[src/rtl/dadda_mac_sequencer_if.sv]
// rtl/dadda_mac_sequencer_if.sv - operand/result handshake bundle for dadda_mac_sequencer
//
// Purpose: groups the operand input stream and the result output port.
// Ports:
//   in_valid/in_ready         operand pair handshake
//   in_a, in_b                8-bit multiplicand / multiplier
//   in_init                   16-bit accumulator seed (first term only)
//   in_last                   final term of a packet
//   out_valid/out_ready       result handshake
//   out_sum, out_carry        16-bit dot product, sticky carry
//   out_terms                 saturating term count (CNT_W bits)
// Modports: master = operand source / result sink, slave = sequencer.
interface dadda_mac_sequencer_if #(
  parameter int CNT_W = 8
);
  logic             in_valid;
  logic             in_ready;
  logic [7:0]       in_a;
  logic [7:0]       in_b;
  logic [15:0]      in_init;
  logic             in_last;
  logic             out_valid;
  logic             out_ready;
  logic [15:0]      out_sum;
  logic             out_carry;
  logic [CNT_W-1:0] out_terms;

  modport master (
    output in_valid, in_a, in_b, in_init, in_last, out_ready,
    input  in_ready, out_valid, out_sum, out_carry, out_terms
  );

  modport slave (
    input  in_valid, in_a, in_b, in_init, in_last, out_ready,
    output in_ready, out_valid, out_sum, out_carry, out_terms
  );
endinterface

[src/rtl/dadda_mac_sequencer.sv]
// rtl/dadda_mac_sequencer.sv - sequential multiply-accumulate front-end over 8-bit operand pairs
//
// Purpose: accepts one operand pair per 3 cycles, forms a*b + acc as two
// carry-save rows (MUL), resolves them into the 16-bit accumulator (ADD), and
// presents the packet result with a sticky carry and term count (OUT).
// Ports:
//   clk    rising-edge clock
//   rst_n  asynchronous active-low reset
//   bus    dadda_mac_sequencer_if.slave (operand stream in, result out)
// Parameter: CNT_W - width of the saturating term counter.
// Optional feature: define DADDA_MAC_SATURATE_EN to clamp the accumulator at
// 16'hFFFF on overflow instead of wrapping.
module dadda_mac_sequencer #(
  parameter int CNT_W = 8
) (
  input  logic                   clk,
  input  logic                   rst_n,
  dadda_mac_sequencer_if.slave   bus
);

  typedef enum logic [1:0] {ACCEPT, MUL, ADD, OUT} state_t;

  state_t           state_q;
  logic [7:0]       op_a_q;
  logic [7:0]       op_b_q;
  logic             last_q;
  logic [15:0]      seed_q;
  logic [16:0]      row0_q;
  logic [16:0]      row1_q;
  logic [15:0]      acc_q;
  logic             carry_q;
  logic [CNT_W-1:0] cnt_q;
  logic             first_q;

  logic [15:0] prod;
  logic [16:0] row0;
  logic [16:0] row1;
  logic [16:0] result;

  // Multiply tree stage: product plus accumulator kept as a sum row and a
  // shifted carry row, so no carry propagates in the MUL cycle.
  assign prod   = {8'd0, op_a_q} * {8'd0, op_b_q};
  assign row0   = {1'b0, prod ^ seed_q};
  assign row1   = {prod & seed_q, 1'b0};
  // Both rows stay below 2^17 combined, so bit 16 is the true carry-out.
  assign result = row0_q + row1_q;

  always_ff @(posedge clk or negedge rst_n) begin
    if (!rst_n) begin
      state_q <= ACCEPT;
      op_a_q  <= '0;
      op_b_q  <= '0;
      last_q  <= 1'b0;
      seed_q  <= '0;
      row0_q  <= '0;
      row1_q  <= '0;
      acc_q   <= '0;
      carry_q <= 1'b0;
      cnt_q   <= '0;
      first_q <= 1'b1;
    end else begin
      case (state_q)
        ACCEPT: begin
          if (bus.in_valid) begin
            op_a_q  <= bus.in_a;
            op_b_q  <= bus.in_b;
            last_q  <= bus.in_last;
            // Seed only comes from the input on the first term of a packet.
            seed_q  <= first_q ? bus.in_init : acc_q;
            state_q <= MUL;
          end
        end
        MUL: begin
          row0_q  <= row0;
          row1_q  <= row1;
          state_q <= ADD;
        end
        ADD: begin
`ifdef DADDA_MAC_SATURATE_EN
          acc_q   <= result[16] ? 16'hFFFF : result[15:0];
`else
          acc_q   <= result[15:0];
`endif
          carry_q <= carry_q | result[16];
          if (cnt_q != {CNT_W{1'b1}}) begin
            cnt_q <= cnt_q + {{(CNT_W-1){1'b0}}, 1'b1};
          end
          first_q <= 1'b0;
          state_q <= last_q ? OUT : ACCEPT;
        end
        OUT: begin
          if (bus.out_ready) begin
            first_q <= 1'b1;
            carry_q <= 1'b0;
            cnt_q   <= '0;
            state_q <= ACCEPT;
          end
        end
        default: state_q <= ACCEPT;
      endcase
    end
  end

  // Handshake outputs decode the state register only; data outputs are registers.
  assign bus.in_ready  = (state_q == ACCEPT);
  assign bus.out_valid = (state_q == OUT);
  assign bus.out_sum   = acc_q;
  assign bus.out_carry = carry_q;
  assign bus.out_terms = cnt_q;

endmodule

[src/flat_wrapper.sv]
// flat-port wrapper written by rule: the top's interface ports become plain ports
module dadda_mac_sequencer_flat 
#(
  parameter int CNT_W = 8
)
  (clk, rst_n, bus_in_valid, bus_in_a, bus_in_b, bus_in_init, bus_in_last, bus_out_ready, bus_in_ready, bus_out_valid, bus_out_sum, bus_out_carry, bus_out_terms);
  dadda_mac_sequencer_if #(.CNT_W(CNT_W)) bus_i ();
  input  logic clk;
  input  logic rst_n;
  input wire logic [$bits(bus_i.in_valid)-1:0] bus_in_valid;
  input wire logic [$bits(bus_i.in_a)-1:0] bus_in_a;
  input wire logic [$bits(bus_i.in_b)-1:0] bus_in_b;
  input wire logic [$bits(bus_i.in_init)-1:0] bus_in_init;
  input wire logic [$bits(bus_i.in_last)-1:0] bus_in_last;
  input wire logic [$bits(bus_i.out_ready)-1:0] bus_out_ready;
  output wire logic [$bits(bus_i.in_ready)-1:0] bus_in_ready;
  output wire logic [$bits(bus_i.out_valid)-1:0] bus_out_valid;
  output wire logic [$bits(bus_i.out_sum)-1:0] bus_out_sum;
  output wire logic [$bits(bus_i.out_carry)-1:0] bus_out_carry;
  output wire logic [$bits(bus_i.out_terms)-1:0] bus_out_terms;
  assign bus_i.in_valid = bus_in_valid;
  assign bus_i.in_a = bus_in_a;
  assign bus_i.in_b = bus_in_b;
  assign bus_i.in_init = bus_in_init;
  assign bus_i.in_last = bus_in_last;
  assign bus_i.out_ready = bus_out_ready;
  assign bus_in_ready = bus_i.in_ready;
  assign bus_out_valid = bus_i.out_valid;
  assign bus_out_sum = bus_i.out_sum;
  assign bus_out_carry = bus_i.out_carry;
  assign bus_out_terms = bus_i.out_terms;
  dadda_mac_sequencer #(.CNT_W(CNT_W)) u_core (.clk(clk), .rst_n(rst_n), .bus(bus_i));
endmodule
[config.mk]
export PLATFORM = sky130hd
export DESIGN_NAME = dadda_mac_sequencer_flat
export DESIGN_NICKNAME = d
export VERILOG_FILES = /design/src/rtl/dadda_mac_sequencer_if.sv /design/src/rtl/dadda_mac_sequencer.sv /design/src/flat_wrapper.sv
export SDC_FILE = /design/constraint.sdc
export NUM_CORES = 1
export LEC_CHECK = 0
export ABC_CLOCK_PERIOD_IN_PS = 10000
export CORE_MARGIN = 5
export CORE_UTILIZATION = 40
export DETAILED_ROUTE_END_ITERATION = 8
export PLACE_DENSITY = 0.56
export SLEW_MARGIN = 20
export SYNTH_ARGS = -nofsm -noshare
export SYNTH_HDL_FRONTEND = slang
export SYNTH_SLANG_ARGS = --single-unit
[constraint.sdc]
create_clock -name clk -period 10 [get_ports clk]
set_input_delay 2 -clock clk [delete_from_list [all_inputs] [get_ports clk]]
set_output_delay 2 -clock clk [all_outputs]
set_load 0.01 [all_outputs]
==> impl_summary.txt, run 1 <==
----------------------------------------------------
[Run status]
  Status ... finished, final reports clean

[Clock network]
  Post-CTS repair timing setup buffer count ... 0
  CTS tree ... done
  Clk pin slew, worst setup/hold paths ... 0.07 ns
  Worst-skew pair later-pin latency ... 0.35 ns
  Post-CTS Resized ... 0
  Library cell used as clock root buffer ... clkbuf_16
  CTS sink count ... 93
  Hold bufs inserted after CTS ... 0
  Cts bufs inserted ... 9
  Number of buffers on the longest clock path ... 2
  H-tree lvl count ... 3

[Yosys]
  Portion of the post-synthesis area used by sequential elements ... 33.48%
  Yosys top cell area share ... 33.10%
  Flop and latch count out of synthesis ... 93
  Share of the synthesized area in compound gates (AO/OA/AOI/OAI) ... 12.61%
  Number of cells produced by synthesis ... 677
  Dominant combinational cell family by area after synthesis ... adder cells
  Flip-flop cell with the highest count after synthesis ... dfrtp_1
  Number of flops mapped to enable cells by yosys ... 0
  Avg Cell Area, Syn ... 10.27 um2
  Fraction of registers with async set or reset after synthesis ... 100.0%
  Number of different library cells in the post-synthesis netlist ... 63
  Share of synthesized cell area in full adder, half adder and majority cells ... 22.88%
  Post-synthesis instance area ... 0.006955 mm2
  Net Count, Synth ... 819
  Warnings, synthesis ... 0
  Largest cells by area after synthesis ... dfrtp_1, ha_1, fa_1
  Area fraction in and, or, nand and nor cells after synthesis ... 14.46%
  Cell type contributing the most total cell area after synthesis ... dfrtp_1
  Fraction of synthesized area in multiplexers ... 10.22%
  Xor and xnor fraction of the mapped netlist area ... 1.637%

[Setup path]
  Max Fanout on Critical Path ... 9
  Endpoint required time on the critical path ... 10.23 ns
  Worst setup path endpoint ... u_core.row0_q[12]
  Crit start category ... flip-flop
  Arr. time, crit path ... 5.11 ns
  Crit Reg-Reg Startpoint ... u_core.op_b_q[7]
  Cell depth of the worst flop-to-flop path ... 15
  Category of the most critical setup path ... flip-flop to flip-flop
  R2R setup slack ... 5.12 ns
  Category of the worst setup path capture point ... flip-flop
  Critical register-to-register path endpoint ... u_core.row0_q[12]
  Critical Path Source ... u_core.op_b_q[7]

[Routing]
  Wire length reported by the detailed router ... 16.00 mm
  Post-route antenna net violation count ... 0
  Total via count after detailed routing ... 5035
  Via density per instance ... 5.223
  Count of TritonRoute iterations in the first routing pass ... 4
  DRC marker count from the first detailed-route iteration ... 184
  Wire length per cell after detailed routing ... 16.60 um
  Remaining routing DRC violations ... 0

[Worst hold path]
  Min-delay worst type ... flip-flop to flip-flop

[STA]
  Worst max-slew margin expressed relative to the limit ... 50.85%
  Peak clock frequency supported by timing ... 204.9 MHz
  Number of setup violations in the final report ... 0
  Number of hold violations in the final report ... 0
  Shortest clock period the worst path allows after layout ... 4.880 ns
  Sum Neg Setup Slack ... 0 ns
  Tightest Pin Transition ... 0.7295 ns
  Final Slew Violations ... 0
  Setup repair after global routing missed its margin ... false
  Share of the clock period used by the worst path after layout ... 48.80%
  Final setup skew ... 0.008922 ns

[Global route]
  Met3 track demand over resource in global routing ... 2.494%
  Maximum number of pins on one net before global-route repair ... 52
  Met1 Use GR ... 23.75%
  GR Overflow Total ... 0
  Overall track demand over capacity in global routing ... 16.96%
  Grt met2 use ... 27.26%
  Wire length of the first global-routing pass ... 27.48 mm
  Antenna violations before repair ... 0
  Vias in the first global route ... 5326
  Peak-usage layer in the global routing report ... met2

[Placement]
  Port Buffer Count ... 63
  Post-detailed-placement half-perimeter wirelength ... 12.15 mm
  RePlAce Congestion ... 0.8670

[Flow run]
  Max capacitance violation total ... 0

[Finish]
  Post-route core utilization ... 47.17%
  Number of nets in the final layout ... 876
  Share of final-layout standard cells stronger than drive strength 1 ... 11.50%
  Antenna fix cells ... 0
  Number of fill cells in the layout ... 1638
  Synthesis-to-finish area growth ... 16.48%

[Floorplanning]
  Vertical die dimension ... 141.9 um
  Num ports ... 64
  Die span in x ... 141.9 um
  Core area ... 0.01718 mm2
  Die area ... 0.02013 mm2
  Number of core rows ... 48
  Initial Util ... 40.49%

----------------------------------------------------
[Yosys cell counts, drive strengths merged (2+ instances only)]
| cell type | instances |
|---|---|
| a2111oi | 3 |
| o21a | 7 |
| or4 | 2 |
| or3 | 2 |
| o311ai | 2 |
| a21o | 9 |
| nor4 | 2 |
| a311oi | 2 |
| xor2 | 4 |
| a211oi | 9 |
| buf | 17 |
| nor4b | 3 |
| mux2i | 17 |
| fa | 37 |
| o21bai | 3 |
| a21oi | 37 |
| and2 | 53 |
| o31ai | 5 |
| nor2 | 39 |
| o31a | 3 |
| nand2b | 7 |
| dfrtp | 92 |
| o211ai | 7 |
| or2 | 4 |
| clkbuf | 5 |
| xnor2 | 9 |
| nand3b | 3 |
| nand2 | 40 |
| nand4 | 5 |
| o21ai | 30 |
| ha | 68 |
| nor3b | 6 |
| mux2 | 48 |
| nor2b | 2 |
| and3 | 2 |
| nor3 | 11 |
| nand3 | 11 |
| inv | 60 |
[cell usage in the layout (no fill, tap or decap), types with 9 or more instances in the layout]
cell and n:
clkbuf_16 9, o21ai_0 28, nor2_1 39, fa_1 37, clkdlybuf4s50_1 62, nor3_1 11, inv_1 60, dfrtp_1 92
nand2_1 40, mux2i_1 17, mux2_2 46, a21oi_1 37, xnor2_1 9, and2_1 52, nand3_1 11, ha_1 68
[state kept, by name, indices dropped and copies added (netlist names)]
| register | count |
|---|---|
| u_core.bus.out_carry | 1 |
| u_core.bus.out_sum | 16 |
| u_core.bus.out_terms | 8 |
| u_core.first_q | 1 |
| u_core.last_q | 1 |
| u_core.op_a_q | 8 |
| u_core.op_b_q | 8 |
| u_core.row0_q | 16 |
| u_core.row1_q | 16 |
| u_core.seed_q | 16 |
| u_core.state_q | 2 |
[per-stage QoR]
stage               instance area [um2]  hold WS, ns  instances  setup slack (ns)
floorplan                          6955       0.4331        677             5.489
global placement                   7801       0.4686        948             5.264
detailed placement                 7801       0.4775        948             5.116
CTS                                8102       0.5021        964             5.096
global route                       8102       0.5227        964             4.840
finish                             8102       0.4957        964             5.120
[worst min path at each step]
stage / start / end / slack, ns / cells after the start
floorplan: u_core.row0_q[0] / u_core.bus.out_sum[0] / 0.43 / 2
global placement: u_core.row0_q[0] / u_core.bus.out_sum[0] / 0.47 / 2
detailed placement: u_core.row0_q[0] / u_core.bus.out_sum[0] / 0.48 / 2
CTS: u_core.row0_q[0] / u_core.bus.out_sum[0] / 0.50 / 2
global route: u_core.row0_q[9] / u_core.row0_q[9] / 0.52 / 1
finish: u_core.row0_q[0] / u_core.bus.out_sum[0] / 0.50 / 2
[layout make-up]
type                    count  area, um2  area share [%]
multi-input cells         502       4300           53.08
flip-flops and latches     93       2328           28.74
repair buffers             68      665.6           8.216
well taps                 225      281.5           3.475
clock buffers              10      229.0           2.826
inverters                  60      225.2           2.780
clock inverters             6      71.32          0.8803
[cells by family (layout without fill, tap and decap cells)]
kind of cell    after synthesis  after routing
xor+xnor                     13             13
buf+inv                      82            144
simple gates                192            192
fa+ha+maj                   105            105
compound gates              127            127
flops                        93             93
mux                          65             65
[critical path: stages, from the launching register on]
cell and delay, ns:
dfrtp_1 0.50, nand2_1 0.13, fa_1 0.54, fa_1 0.56
inv_1 0.06, fa_1 0.53, inv_1 0.05, fa_1 0.53
inv_1 0.04, ha_1 0.33, o21a_1 0.20, o21ai_0 0.19
o21bai_2 0.13, o311ai_1 0.39, ha_1 0.30, mux2_2 0.27
[metal layers]
metal | part of all wire, % | vias to the layer above | wire [um]
met2 | 46 | 88 | 7432
li1 | - | 2468 | -
met5 | 0 | - | 0
met3 | 3.0 | 22 | 488
met1 | 49 | 2457 | 7797
met4 | 1.8 | 0 | 282
Power of run 1 is not shown: default switching activity piles up to over one toggle a cycle in this logic, so the estimate is an artifact.
==> run 2: changes to the inputs <==
Settings changed: ABC_CLOCK_PERIOD_IN_PS 10000 to 5000.
Clock period 10 ns to 5 ns, I/O delays scaled along.
==> impl_summary.txt, run 2 (synthesized netlist as in run 1, its figures left out) <==
----------------------------------------------------
[STA]
  Peak clock frequency supported by timing ... 210.0 MHz (+2.5%)
  Share of the clock period used by the worst path after layout ... 95.25% (+46 points)
  Number of setup violations in the final report ... 0 (unchanged)
  Setup repair after global routing missed its margin ... false
  Tightest Pin Transition ... 0.8129 ns (+0.08343 ns)
  Worst max-slew margin expressed relative to the limit ... 45.81% (-5.0 points)
  Hold slack final ... 0.4858 ns (-0.009915 ns)
  Final setup skew ... 0.004500 ns (-0.004422 ns)
  Shortest clock period the worst path allows after layout ... 4.763 ns (-0.1177 ns)
  Sum Neg Setup Slack ... 0 ns (unchanged)
  Number of hold violations in the final report ... 0 (unchanged)
  Final Slew Violations ... 0 (unchanged)

[Setup path]
  Max Fanout on Critical Path ... 9 (unchanged)
  Worst setup path endpoint ... u_core.row0_q[12]
  Endpoint required time on the critical path ... 5.24 ns (-4.99 ns)
  Critical register-to-register path endpoint ... u_core.row0_q[12]
  Category of the most critical setup path ... flip-flop to flip-flop
  Category of the worst setup path capture point ... flip-flop
  Crit start category ... flip-flop
  R2R setup slack ... 0.24 ns (-4.88 ns)
  Cell depth of the worst flop-to-flop path ... 14 (-1)
  Crit Reg-Reg Startpoint ... u_core.op_b_q[3]
  Arr. time, crit path ... 5.00 ns (-0.11 ns)
  Critical Path Source ... u_core.op_b_q[3]

[Global route]
  Grt met2 use ... 26.56% (-0.70 points)
  Antenna violations before repair ... 0 (unchanged)
  Vias in the first global route ... 5216 (-2.1%)
  Met1 Use GR ... 22.96% (-0.79 points)
  Maximum number of pins on one net before global-route repair ... 63 (+21%)
  Met3 track demand over resource in global routing ... 3.370% (+0.88 points)
  Wire length of the first global-routing pass ... 26.86 mm (-2.2%)
  Peak-usage layer in the global routing report ... met2
  GR Overflow Total ... 0 (unchanged)
  Overall track demand over capacity in global routing ... 16.61% (-0.35 points)

[Clock network]
  CTS tree ... done
  Hold bufs inserted after CTS ... 0 (unchanged)
  H-tree lvl count ... 3 (unchanged)
  Worst-skew pair later-pin latency ... 0.35 ns (about the same)
  Number of buffers on the longest clock path ... 2 (unchanged)
  Library cell used as clock root buffer ... clkbuf_16
  Cts bufs inserted ... 9 (unchanged)
  CTS sink count ... 93 (unchanged)
  Clk pin slew, worst setup/hold paths ... 0.07 ns (about the same)
  Post-CTS repair timing setup buffer count ... 0 (unchanged)

[Floorplanning]
  Core area ... 0.01718 mm2 (unchanged)
  Die span in x ... 141.9 um (unchanged)
  Vertical die dimension ... 141.9 um (unchanged)
  Num ports ... 64 (unchanged)
  Die area ... 0.02013 mm2 (unchanged)
  Initial Util ... 40.49% (unchanged)
  Number of core rows ... 48 (unchanged)

[Placement]
  Post-detailed-placement half-perimeter wirelength ... 12.08 mm (-0.59%)
  Port Buffer Count ... 63 (unchanged)
  RePlAce Congestion ... 0.8752 (+0.95%)

[Run status]
  Status ... finished, final reports clean

[Finish]
  Most common cell after layout, fill and taps aside ... dfrtp_1
  Synthesis-to-finish area growth ... 16.77%
  Antenna fix cells ... 0 (unchanged)
  Most frequent cells in the layout ... dfrtp_1, ha_1, clkdlybuf4s50_1, inv_1, and2_1
  Share of final-layout standard cells stronger than drive strength 1 ... 12.16% (+0.66 points)
  Number of nets in the final layout ... 877 (+0.11%)

[Flow run]
  Max capacitance violation total ... 0 (unchanged)

[Routing]
  Count of TritonRoute iterations in the first routing pass ... 5 (+1)
  Wire length per cell after detailed routing ... 16.31 um (-1.7%)
  Remaining routing DRC violations ... 0 (unchanged)
  DRC marker count from the first detailed-route iteration ... 181 (-1.6%)
  Post-route antenna net violation count ... 0 (unchanged)
  Total via count after detailed routing ... 5052 (+0.34%)
  Via density per instance ... 5.235 (+0.23%)
  Wire length reported by the detailed router ... 15.74 mm (-1.6%)

[Worst hold path]
  Min-delay worst type ... flip-flop to flip-flop

----------------------------------------------------
## run 2: cell types whose count changed in the layout (fill, tap and decap cells not counted), sizes merged
cell      delta
inv          -2
clkbuf       +4
clkinvlp     -1
buf          +1
clkinv       -1
## run 2: per-layer routing
metal | vias to the layer above | wire [um]
met1 | 2470 | 7644
met5 | - | 0
met4 | 0 | 278
met3 | 23 | 486
li1 | 2475 | -
met2 | 84 | 7334
## run 2: critical path: stages (launching register included)
cell and delay (ns):
dfrtp_1 0.47, and2_1 0.22, fa_1 0.42, fa_1 0.55, inv_1 0.05, fa_1 0.46
fa_1 0.55, inv_1 0.04, ha_1 0.33, o21a_2 0.16, a2111oi_4 0.35, o21bai_2 0.17
o311ai_2 0.33, ha_1 0.29, mux2_2 0.26
## run 2: layout make-up
cell class,count,area [um2]
repair buffers,69,685.7
well taps,225,281.5
multi-input cells,502,4309
fillers,1615,9055
inverters,60,225.2
flip-flops and latches,93,2337
clock buffers,14,244.0
clock inverters,2,38.79
## run 2: through the flow
step | instance area, um2 | utilization, % | std cells | setup WS, ns
after global routing | 8122 | 47.28 | 965 | 0.004548
after floorplan | 6955 | - | 677 | 0.4890
after CTS | 8104 | 47.18 | 965 | 0.1200
final | 8122 | 47.28 | 965 | 0.2373
after global placement | 7821 | 45.53 | 949 | 0.2651
after detailed placement | 7821 | 45.53 | 949 | 0.1204
## run 2: worst min path at each step
stage / startpoint / end / depth (start not counted)
finish: u_core.row0_q[0] / u_core.bus.out_sum[0] / 2
global route: u_core.row0_q[9] / u_core.row0_q[9] / 1
CTS: u_core.row0_q[0] / u_core.bus.out_sum[0] / 2
detailed placement: u_core.row0_q[0] / u_core.bus.out_sum[0] / 2
global placement: u_core.row0_q[0] / u_core.bus.out_sum[0] / 2
floorplan: u_core.row0_q[0] / u_core.bus.out_sum[0] / 2
## run 2: repair_timing
| item | CTS | global route |
|---|---|---|
| endpoints found under the setup margin | 0 | 5 |
| hold endpoints to repair | 0 | 0 |
| gates resized for setup | 0 | 9 |
Power of run 2 is left out for the same reason.
